## src/rtl/branch_feedback_queue.sv

```systemverilog
// -----------------------------------------------------------------------------
// branch_feedback_queue
//
// Holds the branch predictions that fetch has made and not yet resolved, in
// program order. When the oldest branch resolves, its stored prediction is
// paired with the actual outcome. That pair is registered and handed back to
// the predictor's feedback port as a single-cycle pulse.
//
// A mispredicted resolve squashes every younger entry, because those entries
// came from the wrong path. An external flush also squashes every entry.
//
// Parameters
//   DEPTH       in-flight entries (power of two, 2..16)
//   ADDR_WIDTH  PC width
//
// Ports
//   clk, rst                       clock, async active-high reset
//   i_push_valid / o_push_ready    record a prediction (pc + three predictions)
//   i_push_pc, i_push_prediction*  final / local / global predictions
//   i_resolve_valid, _outcome      the oldest branch resolved, with its outcome
//   i_flush                        discard all entries
//   o_fb_*                         registered feedback, valid for one cycle
//   o_mispredict                   feedback entry was mispredicted
//   o_count                        occupancy
//   o_underflow                    sticky: a resolve arrived while empty
// -----------------------------------------------------------------------------
module branch_feedback_queue #(
   parameter int DEPTH      = 4,
   parameter int ADDR_WIDTH = 32
) (
   input  logic                         clk,
   input  logic                         rst,
   input  logic                         i_push_valid,
   output logic                         o_push_ready,
   input  logic [ADDR_WIDTH-1:0]        i_push_pc,
   input  logic                         i_push_prediction,
   input  logic                         i_push_prediction1,
   input  logic                         i_push_prediction2,
   input  logic                         i_resolve_valid,
   input  logic                         i_resolve_outcome,
   input  logic                         i_flush,
   output logic                         o_fb_valid,
   output logic [ADDR_WIDTH-1:0]        o_fb_pc,
   output logic                         o_fb_prediction,
   output logic                         o_fb_outcome,
   output logic                         o_fb_prediction1,
   output logic                         o_fb_prediction2,
   output logic                         o_mispredict,
   output logic [$clog2(DEPTH+1)-1:0]   o_count,
   output logic                         o_underflow
);

   localparam int PTR_W = $clog2(DEPTH);
   localparam int CNT_W = $clog2(DEPTH+1);

   typedef struct packed {
      logic [ADDR_WIDTH-1:0] pc;
      logic                  pred;
      logic                  pred1;
      logic                  pred2;
   } entry_t;

   // Entry storage is not reset. The occupancy count alone decides which
   // slots hold live entries.
   entry_t mem_q [DEPTH];

   logic [PTR_W-1:0]      rd_ptr_q, rd_ptr_d;
   logic [PTR_W-1:0]      wr_ptr_q, wr_ptr_d;
   logic [CNT_W-1:0]      count_q, count_d;
   logic                  fb_valid_q, fb_valid_d;
   logic [ADDR_WIDTH-1:0] fb_pc_q, fb_pc_d;
   logic                  fb_pred_q, fb_pred_d;
   logic                  fb_pred1_q, fb_pred1_d;
   logic                  fb_pred2_q, fb_pred2_d;
   logic                  fb_outcome_q, fb_outcome_d;
   logic                  mispredict_q, mispredict_d;
   logic                  underflow_q, underflow_d;

   entry_t head;
   entry_t push_entry;
   logic   push_ready;
   logic   do_resolve;
   logic   head_mispred;
   logic   squash;
   logic   push_ok;

   // Ready comes from registered occupancy only. A full queue stays not-ready
   // even while it is resolving, so there is no comb path from resolve to ready.
   assign push_ready   = (count_q != CNT_W'(DEPTH));
   assign head         = mem_q[rd_ptr_q];
   assign push_entry   = '{pc: i_push_pc, pred: i_push_prediction,
                           pred1: i_push_prediction1, pred2: i_push_prediction2};
   assign do_resolve   = i_resolve_valid && (count_q != '0);
   assign head_mispred = head.pred != i_resolve_outcome;

   // On a wrong-path squash, a push in the same cycle is also wrong-path.
   assign squash       = i_flush || (do_resolve && head_mispred);
   assign push_ok      = i_push_valid && push_ready && !squash;

   always_comb begin
      rd_ptr_d     = rd_ptr_q;
      wr_ptr_d     = wr_ptr_q;
      count_d      = count_q;
      fb_valid_d   = do_resolve;
      fb_pc_d      = fb_pc_q;
      fb_pred_d    = fb_pred_q;
      fb_pred1_d   = fb_pred1_q;
      fb_pred2_d   = fb_pred2_q;
      fb_outcome_d = fb_outcome_q;
      mispredict_d = do_resolve && head_mispred;
      underflow_d  = underflow_q || (i_resolve_valid && (count_q == '0));

      // Feedback data is loaded only on a real resolve, so it holds between pulses.
      if (do_resolve) begin
         fb_pc_d      = head.pc;
         fb_pred_d    = head.pred;
         fb_pred1_d   = head.pred1;
         fb_pred2_d   = head.pred2;
         fb_outcome_d = i_resolve_outcome;
      end

      if (squash) begin
         // Empty the queue by aligning the read pointer with the write pointer.
         // The squashed push never advances the write pointer.
         count_d  = '0;
         rd_ptr_d = wr_ptr_q;
      end else begin
         if (do_resolve) rd_ptr_d = rd_ptr_q + PTR_W'(1);
         if (push_ok)    wr_ptr_d = wr_ptr_q + PTR_W'(1);
         case ({push_ok, do_resolve})
            2'b10:   count_d = count_q + CNT_W'(1);
            2'b01:   count_d = count_q - CNT_W'(1);
            default: count_d = count_q;
         endcase
      end
   end

   always_ff @(posedge clk or posedge rst) begin
      if (rst) begin
         rd_ptr_q     <= '0;
         wr_ptr_q     <= '0;
         count_q      <= '0;
         fb_valid_q   <= 1'b0;
         fb_pc_q      <= '0;
         fb_pred_q    <= 1'b0;
         fb_pred1_q   <= 1'b0;
         fb_pred2_q   <= 1'b0;
         fb_outcome_q <= 1'b0;
         mispredict_q <= 1'b0;
         underflow_q  <= 1'b0;
      end else begin
         rd_ptr_q     <= rd_ptr_d;
         wr_ptr_q     <= wr_ptr_d;
         count_q      <= count_d;
         fb_valid_q   <= fb_valid_d;
         fb_pc_q      <= fb_pc_d;
         fb_pred_q    <= fb_pred_d;
         fb_pred1_q   <= fb_pred1_d;
         fb_pred2_q   <= fb_pred2_d;
         fb_outcome_q <= fb_outcome_d;
         mispredict_q <= mispredict_d;
         underflow_q  <= underflow_d;
      end
   end

   always_ff @(posedge clk) begin
      if (push_ok) mem_q[wr_ptr_q] <= push_entry;
   end

   assign o_push_ready     = push_ready;
   assign o_count          = count_q;
   assign o_fb_valid       = fb_valid_q;
   assign o_fb_pc          = fb_pc_q;
   assign o_fb_prediction  = fb_pred_q;
   assign o_fb_prediction1 = fb_pred1_q;
   assign o_fb_prediction2 = fb_pred2_q;
   assign o_fb_outcome     = fb_outcome_q;
   assign o_mispredict     = mispredict_q;
   assign o_underflow      = underflow_q;

endmodule
```

## config.mk

```make
export PLATFORM = sky130hd
export DESIGN_NAME = branch_feedback_queue
export DESIGN_NICKNAME = d
export VERILOG_FILES = /design/src/rtl/branch_feedback_queue.sv
export SDC_FILE = /design/constraint.sdc
export NUM_CORES = 1
export LEC_CHECK = 0
export CAP_MARGIN = 20
export CORE_MARGIN = 3
export CORE_UTILIZATION = 45
export CTS_CLUSTER_SIZE = 30
export DETAILED_ROUTE_END_ITERATION = 7
export GPL_TIMING_DRIVEN = 0
export PLACE_DENSITY_LB_ADDON = 0.25
export SYNTH_ARGS = -nofsm -noshare
export SYNTH_HDL_FRONTEND = slang
export SYNTH_SLANG_ARGS = --single-unit
```

## constraint.sdc

```tcl
create_clock -name clk -period 6 [get_ports clk]
set_input_delay 1.2 -clock clk [delete_from_list [all_inputs] [get_ports clk]]
set_output_delay 1.2 -clock clk [all_outputs]
set_load 0.02 [all_outputs]
```

-- After elaboration in Yosys (flattened, before gate mapping)
Memory sizes are Yosys's and may differ from the RTL's.
Index checks and enable logic that the tools add are counted.
- add/subtract/negate cells: 4
- equal/unequal tests: 4
- multiplexer cells: 6
- bitwise logic cells: 1
- reduce and logical (&&, ||, !) cells: 13
- operators with widths (kind ; count):
    $pmux 3 s2 ; 1
    $reduce_bool 3->1 ; 2
    $logic_and 1x1->1 ; 5
    $add 2x1->2 const B ; 2
    $mux 2 ; 2
    $add 3x1->3 const B ; 1
    $logic_not 3->1 ; 1
    $mux 3 ; 1
    $ne 3x3->1 const B ; 1
    $sub 3x1->3 const B ; 1
    $eq 2x1->1 const B ; 1
    $eq 2x2->1 const B ; 1
    $logic_or 1x1->1 ; 2
    $mux 1 ; 2
    $reduce_and 2->1 ; 1
    $reduce_bool 2->1 ; 1
    $logic_not 1->1 ; 1
    $ne 1x1->1 ; 1
    $not 1->1 ; 1
- register bits: 46
- memory bits (writable): 140
- input port bits: 41
- output and inout bits: 43
- word-level logic and storage cells: 40
- memories: 1
- memory list (name ; depth ; bits a word ; read ports ; clocked after memory_dff ; write ports ; RTL line ; RTL):
    mem_q ; 4 ; 35 ; 1 ; 0 ; 1 ; 65 ; entry_t mem_q [DEPTH];

-- Longest topological paths before layout
- depth in word-level cells: 9
- mapped depth: 8
- depth with buffers taken out: 8

-- Worst setup path before layout
Ideal clock, no wire load.
- path kind: input to register
- start point: in i_resolve_outcome
- end point: mem mem_q[0][0] (netlist bit) (enable)
- library setup time: 396 ps
- data arrival time: 2823 ps
- data required time: 5604 ps
- path slack: 2781 ps
- stages on the path: 4
- path buffers: 1
- path through: clkbuf_1 -> xnor2_4 -> o21a_1 -> and3_1
- cells in the longest elaborated chain, start to end: 7
- RTL lines (item ; RTL line ; RTL):
    start: declaration ; 40 ; input logic i_resolve_outcome,
    $ne 1x1->1 ; 94 ; assign head_mispred = head.pred != i_resolve_outcome;
    $logic_and 1x1->1 ; 97 ; assign squash = i_flush || (do_resolve && head_mispred);
    $logic_or 1x1->1 ; 97 ;
    $logic_not 1->1 ; 98 ; assign push_ok = i_push_valid && push_ready && !squash;
    $logic_and 1x1->1 ; 98 ;
    $mux 1 ; 167 ; if (push_ok) mem_q[wr_ptr_q] <= push_entry;
    $mux 1 (implied by the code) ; 167 ;
    end: declaration ; 65 ;
No other way between the ends.

-- Worst setup path in the final report
- start point: reg count_q[0] (netlist: o_count[0])
- end point: out o_push_ready
- cells in the longest elaborated chain, start to end: 1
- RTL lines (item ; RTL line ; RTL):
    start: declaration ; 69 ; logic [CNT_W-1:0] count_q, count_d;
    start signal: assignment ; 154 ; count_q <= count_d;
    $ne 3x3->1 ; 89 ; assign push_ready = (count_q != CNT_W'(DEPTH));
    end: declaration ; 34 ; output logic o_push_ready,
No other way between the ends.

==> impl_metrics.csv <==
group,metric,value,unit
synthesis,async_reset_ff_share,24.73,%
sta,worst_pin_slew,0.6381,ns
routing,wire_per_inst,18.55,um
routing,vias,3810,
sta,min_period,3.184,ns
synthesis,syn_area_per_cell,17.40,um^2
sta,final.period_utilization,53.07,%
clock_tree,insertion_delay,0.43,ns
power,p_leak,3.346,nW
placed_design,port_buffers,82,
layout,antenna_cells,0,
clock_tree,postCtsSetupBuffers,0,
sta,holdWs,0.4626,ns
synthesis,synth_nets,454,
grt,antenna_found_initial,0,
synthesis,synth_seq_area_share,75.43,%
worst_setup_path,r2r_start,"o_count[0]",
clock_tree,numCtsBuffers,17,
routing,drcViolationCount,0,
clock_tree,cts-resized-gates,0,
floorplanning,die_width,131.6,um
worst_setup_path,r2r_end,"o_count[2]",
routing,wl,13690,um
clock_tree,cts_root_buffer,"clkbuf_16",
min_path,hp-class,"flip-flop to flip-flop",
synthesis,synthesis.area,7099,um^2
grt,first_global_vias,4180,
clock_tree,clock-sinks,186,
sta,rsz0062_at_grt,"false",
synthesis,synth_top_area_share,59.22,%
clock_tree,clock_path_buffers,2,
worst_setup_path,reg2reg_slack,3.34,ns
worst_setup_path,crit_required,4.80,ns
sta,final_max_slew_viol_count,0,
worst_setup_path,critPathCaptureType,"output port",
synthesis,ys_warn_count,0,
synthesis,synth_top_area_cell,"edfxtp_1",
synthesis,synth_flop_cell,"edfxtp_1",
grt,overflow,0,
sta,hold_viol_final,0,
power,irDropWorstVdd,0.2443,mV
sta,clock.fmax,314.1,MHz
worst_setup_path,endpoint,"o_push_ready",
sta,fin_skew,0.005195,ns
floorplanning,die_h,131.6,um
sta,setup_viol,0,
placed_design,hpwlAfterDp,8689,um
grt,grt_max_degree,31,
floorplanning,die_area,17320,um^2
synthesis,synthCells,408,
worst_setup_path,crit_arrival,1.98,ns
routing,first_iter_violations,303,
routing,vias_per_cell,5.163,
worst_setup_path,crit_start,"o_count[0]",
grt,grt_pass1_wl,22290,um
worst_setup_path,critical_path.startpoint_type,"flip-flop",
synthesis,synth_edf_count,140,
floorplanning,initial_core_util,46.36,%
routing,firstDrtPassIters,4,
placed_design,place_congestion,0.7932,
synthesis,netlist_top_cells_area,"edfxtp_1, dfrtp_1, mux4_2",
floorplanning,core_area,15310,um^2
routing,postRouteAntennaNets,0,
power,power.density,493.2,nW/um^2
job,max_cap_viol_count,0,
floorplanning,num_rows,45,
synthesis,ys_ff_latch,186,
clock_tree,htree_levels,4,
clock_tree,path_clk_slew,0.07,ns
worst_setup_path,reg2reg_depth,8,
layout,num-nets-final,560,
clock_tree,cts_hold_buf,0,
layout,num-fill-cells,1196,
sta,maxSlewHeadroom,57.46,%
grt,grt_usage,16.88,%
layout,area_growth,27.12,%
sta,finalSetupTns,0,ns
run_status,outcome,"finished, final reports clean",
clock_tree,cts_tree,"done",
floorplanning,io_pins,84,
worst_setup_path,critical_path.max_fanout,8,
layout,final_layout_size_suffix_gt1_share,17.27,%
worst_setup_path,worstSetupPathType,"flip-flop to output port",
synthesis,ys_types,36,
==> registers in the layout, summed over array words and instances, names as in the netlist <==
register	flops
mem_q	140
wr_ptr_q	2
o_fb_outcome	1
o_fb_pc	32
o_fb_prediction	1
o_count	3
o_fb_prediction1	1
o_mispredict	1
o_fb_prediction2	1
o_underflow	1
rd_ptr_q	2
o_fb_valid	1
==> through the flow <==
stage	worst slack [ns]	cells	util, %	power (mW)	cell area [um^2]
after floorplan	2.781	408	-	2.644	7099
after detailed placement	2.376	706	54.32	3.194	8319
after global placement	1.875	701	53.44	3.138	8184
final	2.816	738	58.93	4.451	9025
after global routing	2.628	738	58.93	4.696	9025
after CTS	2.798	738	58.93	4.510	9025
==> area by class of cell <==
cell class | instances | area, um^2 | share of cell area (%)
inverter | 7 | 26.28 | 0.2911
timing repair buffer | 87 | 950.9 | 10.54
tap | 211 | 264.0 | 2.925
clock inverter | 14 | 266.5 | 2.953
buffer | 17 | 78.83 | 0.8734
sequential | 186 | 5355 | 59.34
multi-input combinational | 198 | 1644 | 18.22
clock buffer | 18 | 439.2 | 4.866
==> critical path, stage by stage, from the launching register on <==
cell and delay (ns):
dfrtp_1 0.49, or3b_1 0.49, clkdlybuf4s50_1 0.57
==> cell usage in the layout (no fill, tap or decap), types with 4 or more instances in the layout <==
cell type        synthesis  final
ha_1                     4      4
buf_2                    9      9
and3_2                   0      4
inv_1                    7      6
buf_16                   0      4
bufinv_16                0      7
mux4_2                  35     35
xnor2_1                  4      4
clkdlybuf4s50_1          0     82
clkbuf_1                 7      7
dfrtp_1                 46     46
nand2_1                108    108
clkbuf_16                0     17
a21oi_1                  7      7
edfxtp_1               140    140
==> cell usage after synthesis (all sizes together), types with 2 or more instances <==
cell / count
ha: 4
buf: 10
clkbuf: 7
mux2i: 2
a211oi: 2
nand3: 3
edfxtp: 140
nor2b: 2
a21oi: 7
o21ai: 5
mux4: 35
a21o: 2
nor3b: 2
dfrtp: 46
and3: 6
inv: 7
nor2: 2
xnor2: 5
nand2: 108
==> cell families (layout without fill, tap and decap cells) <==
group | count (synthesis) | after routing | share of synthesized area [%]
AND/OR/NAND/NOR | 127 | 127 | 7.314
adder cells (fa/ha/maj) | 5 | 5 | 0.9870
flip-flops | 186 | 186 | 75.43
multiplexers | 38 | 38 | 11.60
AO/OA/AOI/OAI | 22 | 22 | 2.185
buffers and inverters | 24 | 143 | 1.481
XOR/XNOR | 6 | 6 | 1.005
==> layer usage <==
metal | vias up | routed length [um] | global-route usage (%)
met5 | - | 0 | 0
met1 | 1961 | 5611 | 20.87
met3 | 16 | 672 | 4.786
li1 | 1739 | - | -
met2 | 94 | 7190 | 28.31
met4 | 0 | 213 | 6.593
==> power by group <==
part | switching [mW] | internal [mW] | leakage, nW | total [mW]
clock network | 0.471 | 0.838 | 0.341 | 1.31
registers | 0.128 | 1.65 | 1.84 | 1.77
logic | 0.717 | 0.652 | 1.17 | 1.37
total | 1.32 | 3.14 | 3.35 | 4.45
==> worst min path at each step <==
stage | from | end | slack [ns] | cells past startpoint
floorplan | wr_ptr_q[1] | wr_ptr_q[1] | 0.53 | 1
global placement | o_underflow | o_underflow | 0.44 | 1
detailed placement | o_underflow | o_underflow | 0.45 | 1
CTS | o_underflow | o_underflow | 0.47 | 1
global route | o_underflow | o_underflow | 0.49 | 1
finish | o_underflow | o_underflow | 0.46 | 1
Power figures use the tool's default switching activity.
==> RTL edit 1: new RTL, same flow settings <==
Remove the register `mispredict_q`: a continuous assignment takes its place, so the output `o_mispredict` follows one clock earlier.
--- a/src/rtl/branch_feedback_queue.sv
+++ b/src/rtl/branch_feedback_queue.sv
@@ -148,3 +148,2 @@
          fb_outcome_q <= 1'b0;
-         mispredict_q <= 1'b0;
          underflow_q  <= 1'b0;
@@ -160,3 +159,2 @@
          fb_outcome_q <= fb_outcome_d;
-         mispredict_q <= mispredict_d;
          underflow_q  <= underflow_d;
@@ -164,2 +162,4 @@
    end
+
+   assign mispredict_q = mispredict_d;
 
Function: changed (a bounded check fails within 4 cycles, from zero or initial values and one cycle with rst high).
==> RTL edit 1 against the original RTL <==
  * Setup slack worse by 1.1 ns
  * Sequential share of layout area is 1.1 points higher
  * Wire length is 3.2% lower
  * Power is 6.9% lower
  * Synthesized area is 0.35% lower
  * Sequential cell count is 1 lower
  * Hold slack better by 0.0022 ns
  * Critical endpoint is now o_mispredict
  * Die area is 0.34% lower
  * Critical path type is now input port to output pin
  * Final area is 2.3% lower
  * Clock power is 22% lower
  * Non-clock buffer count stayed put
  * Largest power group unchanged
==> RTL edit 1: results (changes against the original RTL) <==
metric	value	unit	change
dpl cells	705		-0.14%
DP HPWL	8470	microns	-2.6%
Biggest register	mem_q		
internal power	2.86	mW	-8.8%
Slowest cell on crit path	clkdlybuf4s50_1		
post-synthesis sequential area ratio	75.3	%	-0.087 points
post-cts gate resize count	0		unchanged
CP endpoint	o_mispredict		
Skew-Pair Late Insertion Delay	0.42	ns	
Post-DRT Antenna Nets	0		unchanged
first-pass GRT wire length	21500	microns	-3.6%
ranking of synthesized cells by area	edfxtp_1 59%, dfrtp_1 16%, mux4_2 11%, nand2_1 5.7%, ha_1 0.71%		
setup TNS	0	ns	unchanged
GP Congestion	0.750		-5.4%
port bufs	82		unchanged
Crit path arrival time	3.07	ns	+1.09 ns
GRT Total Usage	16.5	%	-0.38 points
wire per inst	18.0	microns	-3.1%
CP max stage delay	0.61	ns	+0.04 ns
n_diodes	0		unchanged
r2r startpoint	o_count[0]		
Layout Skew	0.00656	ns	+0.00137 ns
number of flip-flops in the largest register	140		unchanged
clock-pin slew on the worst setup and hold paths	0.06	ns	
Max Buffers Root-to-Sink	2		unchanged
CTS buffer count	17		unchanged
Post-CTS Setup Inserts	0		unchanged
EDFF count, synth	140		unchanged
Fillers	1208		+1.0%
H-tree depth	4		unchanged
Syn Nets	453		-0.22%
Worst Hold Class	register to register		
Worst R2R End	o_count[2]		
post-synthesis cell count	407		-0.25%
source of the critical timing path	i_resolve_valid		
largest net degree at the start of global routing	35		+13%
Via-to-Cell Ratio	5.09		-1.4%
FFs w/ async S/R, synth	24.3	%	-0.41 points
final wirelength	13200	microns	-3.2%
Crit Path Max Fanout	10		+2
Worst IR Drop VDD	0.252	mV	+3.0%
Pre-antenna DRT Iters	4		unchanged
layout cells sized above 1	16.7	%	-0.54 points
Leak Pwr	3.24	nW	-3.1%
# nets final	559		-0.18%
Setup WS post-layout	1.73	ns	-1.09 ns
initial antenna violation count	0		unchanged
Synth top cells by count	140 x edfxtp_1, 108 x nand2_1, 45 x dfrtp_1		
Cell variety after synth	36		unchanged
Least-Margin Pin Slew	0.641	ns	+0.00289 ns
flop-to-flop setup slack	3.34	ns	about the same
YS warnings	0		unchanged
DR iter-0 viols	296		-2.3%
Root Buffer	clkbuf_16		
cells on worst reg2reg path	8		unchanged
vias in the first global route	4061		-2.8%
outcome	finished, final reports clean		
==> RTL edit 1: changes by cell type in the layout (fill, tap and decap cells not counted), sizes merged <==
cell / delta
bufinv: -6
clkbuf: +1
clkinv: +4
clkinvlp: +3
dfrtp: -1
inv: -2
==> RTL edit 1: cell type report <==
class	instances	area share, %
inverters	7	0.298
clock inverters	13	1.19
plain buffers	17	0.894
repair buffers	87	10.5
multi-input cells	198	18.6
flip-flops and latches	185	60.4
well taps	211	2.99
clock buffers	19	5.02
==> RTL edit 1: cell families after synthesis <==
logic type	synth area share, %
adders and majority gates	0.990
and+or+nand+nor	7.34
xor gates and xnor gates	1.01
muxes	11.6
AOI/OAI and AO/OA	2.19
buffers and inverters	1.49
DFF	75.3
==> RTL edit 1: routing by layer <==
metal  global-route usage [%]  wire length, microns  part of all wire [%]  up-vias
met2                     28.1                  7000                    53       94
met1                     19.9                  5320                    40     1908
li1                         -                     -                     -     1732
met3                     4.52                   690                   5.2       16
met5                        0                     0                     0        -
met4                     7.00                   242                   1.8        0
==> RTL edit 1: worst max-delay path, delay by kind of cell <==
kind / cells / cell delay (ns)
AO/OA/AOI/OAI: 1 / 0.18
buffers and inverters: 3 / 1.50
AND/OR/NAND/NOR: 1 / 0.18
==> RTL edit 1: worst min-delay path by stage <==
stage | from | to | slack (ns) | cells after the start
2_1_floorplan | wr_ptr_q[1] | wr_ptr_q[1] | 0.53 | 1
3_3_place_gp | o_underflow | o_underflow | 0.44 | 1
3_5_place_dp | o_underflow | o_underflow | 0.46 | 1
4_1_cts | o_underflow | o_underflow | 0.47 | 1
5_1_grt | o_underflow | o_underflow | 0.50 | 1
6_report | o_underflow | o_underflow | 0.46 | 1
==> RTL edit 1: power by group through the flow <==
| stage | logic [mW] | clock network, mW | registers [mW] |
|---|---|---|---|
| after CTS | 1.40 | 1.05 | 1.76 |
| after global placement | 1.35 | 0 | 1.78 |
| after floorplan | 0.716 | 0 | 1.92 |
| after detailed placement | 1.39 | 0 | 1.78 |
| after global routing | 1.50 | 1.10 | 1.78 |
| final | 1.36 | 1.02 | 1.76 |
==> RTL edit 1: metrics by stage <==
stage,utilization [%],hold WS [ns],area (sq um),power (mW)
after detailed placement,54.0,0.458,8270,3.18
after global routing,57.6,0.499,8820,4.38
after CTS,57.6,0.472,8820,4.21
final,57.6,0.465,8820,4.14
after global placement,53.3,0.441,8160,3.13
after floorplan,-,0.534,7070,2.63
==> RTL edit 2: new RTL, same settings <==
Without the edit above. `DEPTH`: 4 -> 8.
--- a/src/rtl/branch_feedback_queue.sv
+++ b/src/rtl/branch_feedback_queue.sv
@@ -27,3 +27,3 @@
 module branch_feedback_queue #(
-   parameter int DEPTH      = 4,
+   parameter int DEPTH      = 8,
    parameter int ADDR_WIDTH = 32
Ports: changed (resized o_count); port bits go from 84 to 85. No check against the original RTL was run, so the function may have changed too.
==> RTL edit 2 against the original RTL <==
  * Via count up 69%
  * Utilization shrank 2.4 points
  * Clock skew grew 0.0083 ns
  * Wire length increased by 98%
  * Final area rose by 70%
  * Setup slack worse by 0.39 ns
  * Sequential cell count rose by 143
  * Sequential power increased by 66%
  * Synthesized area increased by 77%
  * Power up 64%
  * Critical endpoint is now mem_q[5][34]
==> RTL edit 2: results (changes against the original RTL) <==
metric	value	unit	change
Buffers, non-clock	163		+57%
Max Buffers Root-to-Sink	3		+1
DP HPWL	18300	microns	+110%
Final Util	56.5	%	-2.4 points
#MultiIn Comb	249		+26%
Logic power comb	2.30	mW	+68%
number of flip-flops in the largest register	280		+100%
port bufs	84		+2.4%
total number of vias	6455		+69%
Crit path arrival time	3.84	ns	+1.86 ns
signal buffers share of area	8.99	%	-2.4 points
Leak Pwr	5.30	nW	+58%
CP endpoint	mem_q[5][34]		
initial antenna violation count	1		+1
source of the critical timing path	i_push_valid		
outcome	finished, final reports clean		
CP top delay family	simple AND/OR/NAND/NOR gates		
Post-Synth XOR/XNOR Area	0.489	%	-0.52 points
CLK BUF	42		+24
pre-CTS WS	1.97	ns	-0.403 ns
vias in the first global route	6866		+64%
# nets final	826		+48%
Worst slew margin	24.4	%	-33 points
Layout Skew	0.0135	ns	+0.00831 ns
r2r startpoint	rd_ptr_q[2]		
first-pass GRT wire length	41800	microns	+88%
CTS buffer count	31		+14
post-synthesis sequential area ratio	76.8	%	+1.4 points
switching part of the total power	30.2	%	+0.62 points
post-synthesis compound-gate area fraction	2.84	%	+0.66 points
FF+latch area	9630	sq um	+80%
GP Congestion	0.773		-2.6%
Skew-Pair Late Insertion Delay	0.56	ns	+0.13 ns
final std cells w/o fill	1178		+60%
Slowest cell on crit path	nor4_2		
clk cell area share	6.98	%	-0.84 points
Syn Nets	663		+46%
minimum clock period	3.58	ns	+0.395 ns
Flop pwr share	40.4	%	+0.6 points
EDFF count, synth	280		+100%
Fillers	2090		+75%
wire per inst	23.0	microns	+24%
Post-Place Cell Area	14300	sq um	+72%
DR iter-0 viols	604		+99%
fraction of area in multi-input gates	18.1	%	-0.11 points
multiplexer area fraction after synthesis	15.4	%	+3.8 points
Crit Path Max Fanout	10		+2
CP max stage delay	0.89	ns	+0.32 ns
largest net degree at the start of global routing	35		+13%
flop-to-flop setup slack	2.43	ns	-0.91 ns
syn_area_per_cell	20.3	sq um	+17%
row cnt	60		+33%
Pre-antenna DRT Iters	7		+3
FFs w/ async S/R, synth	14.9	%	-9.8 points
ranking of synthesized cells by area	edfxtp_1 67%, mux4_2 12%, dfrtp_1 9.8%, mux2i_1 2.9%, o21ai_0 1.5%		
-- RTL edit 2: per-stage QoR --
stage	hold WS, ns	power, mW
floorplan	0.565	4.44
global placement	0.443	5.21
detailed placement	0.444	5.32
CTS	0.458	7.35
global route	0.467	7.62
finish	0.464	7.28
-- RTL edit 2: worst min-delay path by stage --
stage / startpoint / to / slack, ns / cells past startpoint
2_1_floorplan: wr_ptr_q[1] / wr_ptr_q[1] / 0.57 / 2
3_3_place_gp: o_underflow / o_underflow / 0.44 / 1
3_5_place_dp: o_underflow / o_underflow / 0.44 / 1
4_1_cts: o_underflow / o_underflow / 0.46 / 1
5_1_grt: o_underflow / o_underflow / 0.47 / 1
6_report: o_underflow / o_underflow / 0.46 / 1
-- RTL edit 2: per-layer routing --
layer  global-route usage (%)  share of wire (%)  wire (microns)  vias up
li1                         -                  -               -     2812
met1                     25.2                 42           11500     3373
met2                     30.8                 50           13600      227
met3                     2.77                5.7            1560       43
met4                     4.70                2.0             533        0
met5                        0                  0               0        -
